[config.mk]
export PLATFORM = sky130hd
export DESIGN_NAME = fsk_tx_frame_ctrl
export DESIGN_NICKNAME = d
export VERILOG_FILES = /design/src/rtl/fsk_tx_frame_ctrl.sv
export SDC_FILE = /design/constraint.sdc
export NUM_CORES = 1
export LEC_CHECK = 0
export ABC_AREA = 1
export ABC_CLOCK_PERIOD_IN_PS = 2000
export BUFFER_PORTS_ARGS = -buffer_cell sky130_fd_sc_hd__buf_2
export CORE_AREA = 2 2 70 72
export CTS_BUF_LIST = sky130_fd_sc_hd__clkbuf_2
export DETAILED_ROUTE_END_ITERATION = 7
export DIE_AREA = 0 0 72 74
export GPL_TIMING_DRIVEN = 0
export PLACE_DENSITY = 0.77
export SLEW_MARGIN = 20
export SYNTH_ARGS = -nofsm -noshare
export SYNTH_HDL_FRONTEND = slang
export SYNTH_SLANG_ARGS = --single-unit
export TNS_END_PERCENT = 20
[constraint.sdc]
create_clock -name clk -period 2 [get_ports clk]
set_input_delay 0.2 -clock clk [delete_from_list [all_inputs] [get_ports clk]]
set_output_delay 0.2 -clock clk [all_outputs]
set_load 0.005 [all_outputs]
[src/rtl/fsk_tx_frame_ctrl.sv]
// Transmit-side frame sequencer for the ultrasonic FSK modem.
// Sends carrier warm-up, an alternating preamble, then start / 8 data bits
// (LSB first) / stop for each byte, and a carrier tail after the last byte.
// Bytes offered on the final stop cycle are chained with no warm-up or preamble.
//
//   state   | meaning
//   --------+-----------------------------------------------------------
//   S_IDLE  | carrier off, waiting for a byte
//   S_WARM  | carrier on, data 0, GUARD_CYCLES of warm-up
//   S_PRE   | PREAMBLE_BITS alternating symbols, first symbol 1
//   S_START | one start symbol (0)
//   S_DATA  | 8 data symbols, LSB first from the shift register
//   S_STOP  | one stop symbol (1); last cycle may accept a chained byte
//   S_TAIL  | carrier on, data 1, GUARD_CYCLES of tail, then frame_done

module fsk_tx_frame_ctrl #(
   parameter int BIT_CYCLES    = 10000,
   parameter int PREAMBLE_BITS = 8,
   parameter int GUARD_CYCLES  = 2000
) (
   input  logic       clk,
   input  logic       rst,
   input  logic       tx_valid,
   input  logic [7:0] tx_data,
   output logic       tx_ready,
   output logic       mod_enable,
   output logic       mod_data,
   output logic       busy,
   output logic       frame_done
);

   typedef enum logic [2:0] {
      S_IDLE,
      S_WARM,
      S_PRE,
      S_START,
      S_DATA,
      S_STOP,
      S_TAIL
   } state_t;

   localparam logic [15:0] BIT_LOAD   = 16'(BIT_CYCLES - 1);
   localparam logic [15:0] GUARD_LOAD = 16'(GUARD_CYCLES - 1);
   localparam logic [7:0]  PRE_LAST   = 8'(PREAMBLE_BITS - 1);

   state_t      state_q, state_d;
   logic [15:0] cnt_q, cnt_d;
   logic [7:0]  pre_q, pre_d;
   logic [3:0]  bit_q, bit_d;
   logic [7:0]  shift_q, shift_d;
   logic        en_q, en_d;
   logic        data_q, data_d;
   logic        busy_q, busy_d;
   logic        done_q, done_d;

   logic        cnt_zero;
   logic        accept;

   assign mod_enable = en_q;
   assign mod_data   = data_q;
   assign busy       = busy_q;
   assign frame_done = done_q;

   // Ready only when idle or on the very last cycle of a stop symbol.
   always_comb begin
      cnt_zero = (cnt_q == 16'd0);
      tx_ready = (state_q == S_IDLE) || ((state_q == S_STOP) && cnt_zero);
      accept   = tx_valid && tx_ready;
   end

   // State register and registered modulator outputs.
   always_ff @(posedge clk) begin
      if (rst) begin
         state_q <= S_IDLE;
         cnt_q   <= 16'd0;
         pre_q   <= 8'd0;
         bit_q   <= 4'd0;
         shift_q <= 8'd0;
         en_q    <= 1'b0;
         data_q  <= 1'b0;
         busy_q  <= 1'b0;
         done_q  <= 1'b0;
      end else begin
         state_q <= state_d;
         cnt_q   <= cnt_d;
         pre_q   <= pre_d;
         bit_q   <= bit_d;
         shift_q <= shift_d;
         en_q    <= en_d;
         data_q  <= data_d;
         busy_q  <= busy_d;
         done_q  <= done_d;
      end
   end

   // Next-state sequencing; outputs are decoded from the next state so they register in step.
   always_comb begin
      state_d = state_q;
      cnt_d   = cnt_q;
      pre_d   = pre_q;
      bit_d   = bit_q;
      shift_d = shift_q;
      done_d  = 1'b0;

      case (state_q)
         S_IDLE: begin
            if (accept) begin
               state_d = S_WARM;
               cnt_d   = GUARD_LOAD;
               pre_d   = 8'd0;
               bit_d   = 4'd0;
               shift_d = tx_data;
            end
         end
         S_WARM: begin
            if (cnt_zero) begin
               state_d = S_PRE;
               cnt_d   = BIT_LOAD;
               pre_d   = 8'd0;
            end else begin
               cnt_d = cnt_q - 16'd1;
            end
         end
         S_PRE: begin
            if (cnt_zero) begin
               cnt_d = BIT_LOAD;
               if (pre_q == PRE_LAST) begin
                  state_d = S_START;
               end else begin
                  pre_d = pre_q + 8'd1;
               end
            end else begin
               cnt_d = cnt_q - 16'd1;
            end
         end
         S_START: begin
            if (cnt_zero) begin
               state_d = S_DATA;
               cnt_d   = BIT_LOAD;
               bit_d   = 4'd0;
            end else begin
               cnt_d = cnt_q - 16'd1;
            end
         end
         S_DATA: begin
            if (cnt_zero) begin
               cnt_d = BIT_LOAD;
               if (bit_q == 4'd7) begin
                  state_d = S_STOP;
               end else begin
                  bit_d   = bit_q + 4'd1;
                  shift_d = {1'b0, shift_q[7:1]};
               end
            end else begin
               cnt_d = cnt_q - 16'd1;
            end
         end
         S_STOP: begin
            if (cnt_zero) begin
               if (accept) begin
                  state_d = S_START;
                  cnt_d   = BIT_LOAD;
                  shift_d = tx_data;
               end else begin
                  state_d = S_TAIL;
                  cnt_d   = GUARD_LOAD;
               end
            end else begin
               cnt_d = cnt_q - 16'd1;
            end
         end
         S_TAIL: begin
            if (cnt_zero) begin
               state_d = S_IDLE;
               cnt_d   = 16'd0;
               done_d  = 1'b1;
            end else begin
               cnt_d = cnt_q - 16'd1;
            end
         end
         default: begin
            state_d = S_IDLE;
            cnt_d   = 16'd0;
         end
      endcase

      en_d   = (state_d != S_IDLE);
      busy_d = (state_d != S_IDLE);
      case (state_d)
         S_PRE:          data_d = ~pre_d[0];
         S_DATA:         data_d = shift_d[0];
         S_STOP, S_TAIL: data_d = 1'b1;
         default:        data_d = 1'b0;
      endcase
   end

endmodule
==> impl_results.md <==
- Setup Buffers After CTS: 0
- Cell count after synthesis: 392
- Worst Setup SP: cnt_q[1]
- DRT iter0 DRCs: 137
- M2 GR Usage: 42.0%
- Register bit total from synthesis: 42
- CORE AREA: 4600 µm²
- Clock Latency Late Sink: 0.41 ns
- DRC violations left: 0
- ANT nets after route: 0
- Htree depth: 2
- Post-synth ARST share: 0%
- Yosys cell types: 36
- Required @ worst endpoint: 1.80 ns
- Vias per Instance: 5.32
- CTS clock-pin slew for the worst setup and hold paths: 0.21 ns
- Via count: 2,489
- Ant. Diodes: 0
- Initial Util: 58.1%
- Synth Area per Inst: 6.82 µm²
- Fillers: 444
- Worst Path Arrival: 1.66 ns
- PortBufs: 14
- RSZ-0062 raised after global routing: yes
- Post-synth top area cell: dfxtp_1
- Area contributors post-synth: dfxtp_1, nand2_1, nor2_1
- CP endpoint: tx_ready
- Critical Path Max Stage Delay: 0.36 ns
- Largest net degree at the start of global routing: 13
- Reg2reg end: cnt_q[14]
- Setup TNS: 0 ns
- Yosys warning count: 0
- Die height: 74 µm
- Overflow after GRT: 0
- Slew Viols, Final: 0
- Vias in the first global route: 2,308
- GPL Wtd Cong: 0.983
- HPWL Detailed: 4.54 mm
- Die area: 5330 µm²
- Final net count: 428
- Worst vdd ir: 0.000340 V
- Count of final hold-check violations: 0
- R2R Setup Slk: 0.15 ns
- Post-synth EDFFs: 0
- Busiest metal layer after global routing: met2
- Die X-Extent: 72 µm
- Row count: 25
- Post-synth top flop: dfxtp_1
- Clock sink count: 42
- DR WL/cell: 12.6 µm
- Post-CTS sizing: 0
- R2R depth: 10
- Max Root-Sink Buffers: 2
- Met3 usage: 3.25%
- Synth Net Count: 407
- Power per cell area: 614 nW/µm²
- Routed wire length: 5.91 mm
- Kind of critical path: reg -> out
- Crit path capture type: output port
- Routing usage on met1: 31.3%
- First-pass GRT wire length: 10.1 mm
- Worst path top cell family by delay: simple AND/OR/NAND/NOR gates
- CP Depth: 7
- Synth top area share: 31.5%
- Slew @ Worst Pin: 0.600 ns
- CTS Root Cell: clkbuf_2
- WP buf/inv: 2
- Period utilization: 93.2%
- I/O pin count: 16
- Synth top cells by count: nand2_1, nor2_1, inv_1
- Share of cells above drive strength 1: 19.1%
- Fin Clk Skew: 0.0170 ns
- Fmax achieved: 537 MHz
- Register area share after synthesis: 31.5%
- Min-delay worst type: in -> reg
- CTS tree: done
- Critical path's slowest cell: dfxtp_1
- Initial antenna violation count: 0
- Most common cell in the netlist: nand2_1
- Area delta synth->final: 7.35%
- CP cell instances: inv_1 -> ha_4 -> nand3_2 -> nor2_4 -> nand3_4 -> nand2_4 -> buf_2
- CTS Buf Count: 5
- Worst setup SP type: flop
- Post-layout minimum cycle time: 1.86 ns
- Crit Path Max Fanout: 4
- LEAKAGE: 1.31 nW
- Mapped cell area: 2670 µm²
- GRT Overall Usage: 24.0%
- # Max-Cap Violations: 0
- CTS Hold Bufs: 0
- DRT Pass-1 Iters: 4
- Setup Viol. Count Final: 0
- Outcome: complete, no violations
- Total power: 1.76 mW
- Max-slew headroom: 60.0%
- Reg2reg start: cnt_q[1]
[metal layers]
| layer | wire [µm] | vias up |
|---|---|---|
| met5 | 0 | - |
| met4 | 62 | 0 |
| met3 | 206 | 6 |
| met2 | 2810 | 40 |
| met1 | 2830 | 1148 |
| li1 | - | 1295 |
[cell usage in the layout (no fill, tap or decap), drive strengths merged, types with 3 or more instances in the layout]
cell type | synthesis | layout
nand2 | 106 | 106
nor2 | 63 | 63
inv | 51 | 51
dfxtp | 42 | 42
nand3 | 29 | 29
a21oi | 25 | 25
o21ai | 16 | 16
nor3 | 16 | 16
buf | 1 | 15
xor2 | 12 | 12
clkbuf | 4 | 10
a31oi | 7 | 7
nand4 | 6 | 6
xnor2 | 4 | 4
ha | 4 | 4
clkinv | 1 | 3
[worst min-delay path by stage]
stage / cells past startpoint / startpoint / to
2_1_floorplan: 2 / tx_data[1] / shift_q[1]
3_5_place_dp: 2 / cnt_q[1] / cnt_q[1]
3_3_place_gp: 2 / cnt_q[0] / cnt_q[0]
5_1_grt: 3 / tx_data[6] / shift_q[6]
4_1_cts: 3 / tx_data[4] / shift_q[4]
6_report: 3 / tx_data[4] / shift_q[4]
[worst min-delay path, cell delays in order]
cell and delay [ns]:
buf_2 0.09, nand2_1 0.05, a31oi_1 0.07
[metrics by stage]
stage                     hold slack, ns  utilization [%]  worst slack (ns)  instances  area, µm²
final                             0.0357             62.4             0.137        468       2870
after global routing             0.00992             62.4          -0.00901        468       2870
after CTS                         0.0218             62.0            0.0695        468       2850
after detailed placement           0.457             61.1             0.151        460       2810
after global placement             0.454             61.1             0.189        460       2810
after floorplan                    0.367                -             0.386        392       2670
[power breakdown]
group          internal, mW  leakage (nW)  total, mW  switching [mW]
logic                 0.161         0.937      0.473           0.312
clock network        0.0861        0.0304      0.366           0.280
registers             0.883         0.343      0.922          0.0393
total                  1.13          1.31       1.76           0.631
[state kept, by name, indices dropped and copies added (netlist names)]
name        flops
shift_q         8
busy            1
state_q         3
mod_data        1
cnt_q          16
bit_q           4
frame_done      1
pre_q           8
[final cells by class]
type	count	area [µm²]	share of cell area (%)
Buffer	5	22.5	0.785
Clock buffer	6	30.0	1.05
Clock inverter	2	8.76	0.305
Inverter	52	203	7.06
Multi-Input combinational cell	293	1630	56.7
Sequential cell	42	841	29.3
Tap cell	54	67.6	2.35
Timing Repair Buffer	14	70.1	2.44
[logic make-up after synthesis]
logic type                 after synthesis  share of synthesized area (%)
and+or+nand+nor                        224                           42.4
buffers and inverters                   57                           8.43
AOI/OAI and AO/OA                       49                           10.6
DFF                                     42                           31.5
xor gates and xnor gates                16                           5.24
adders and majority gates                4                           1.87
Note: power is estimated with default switching activity, not from simulation.
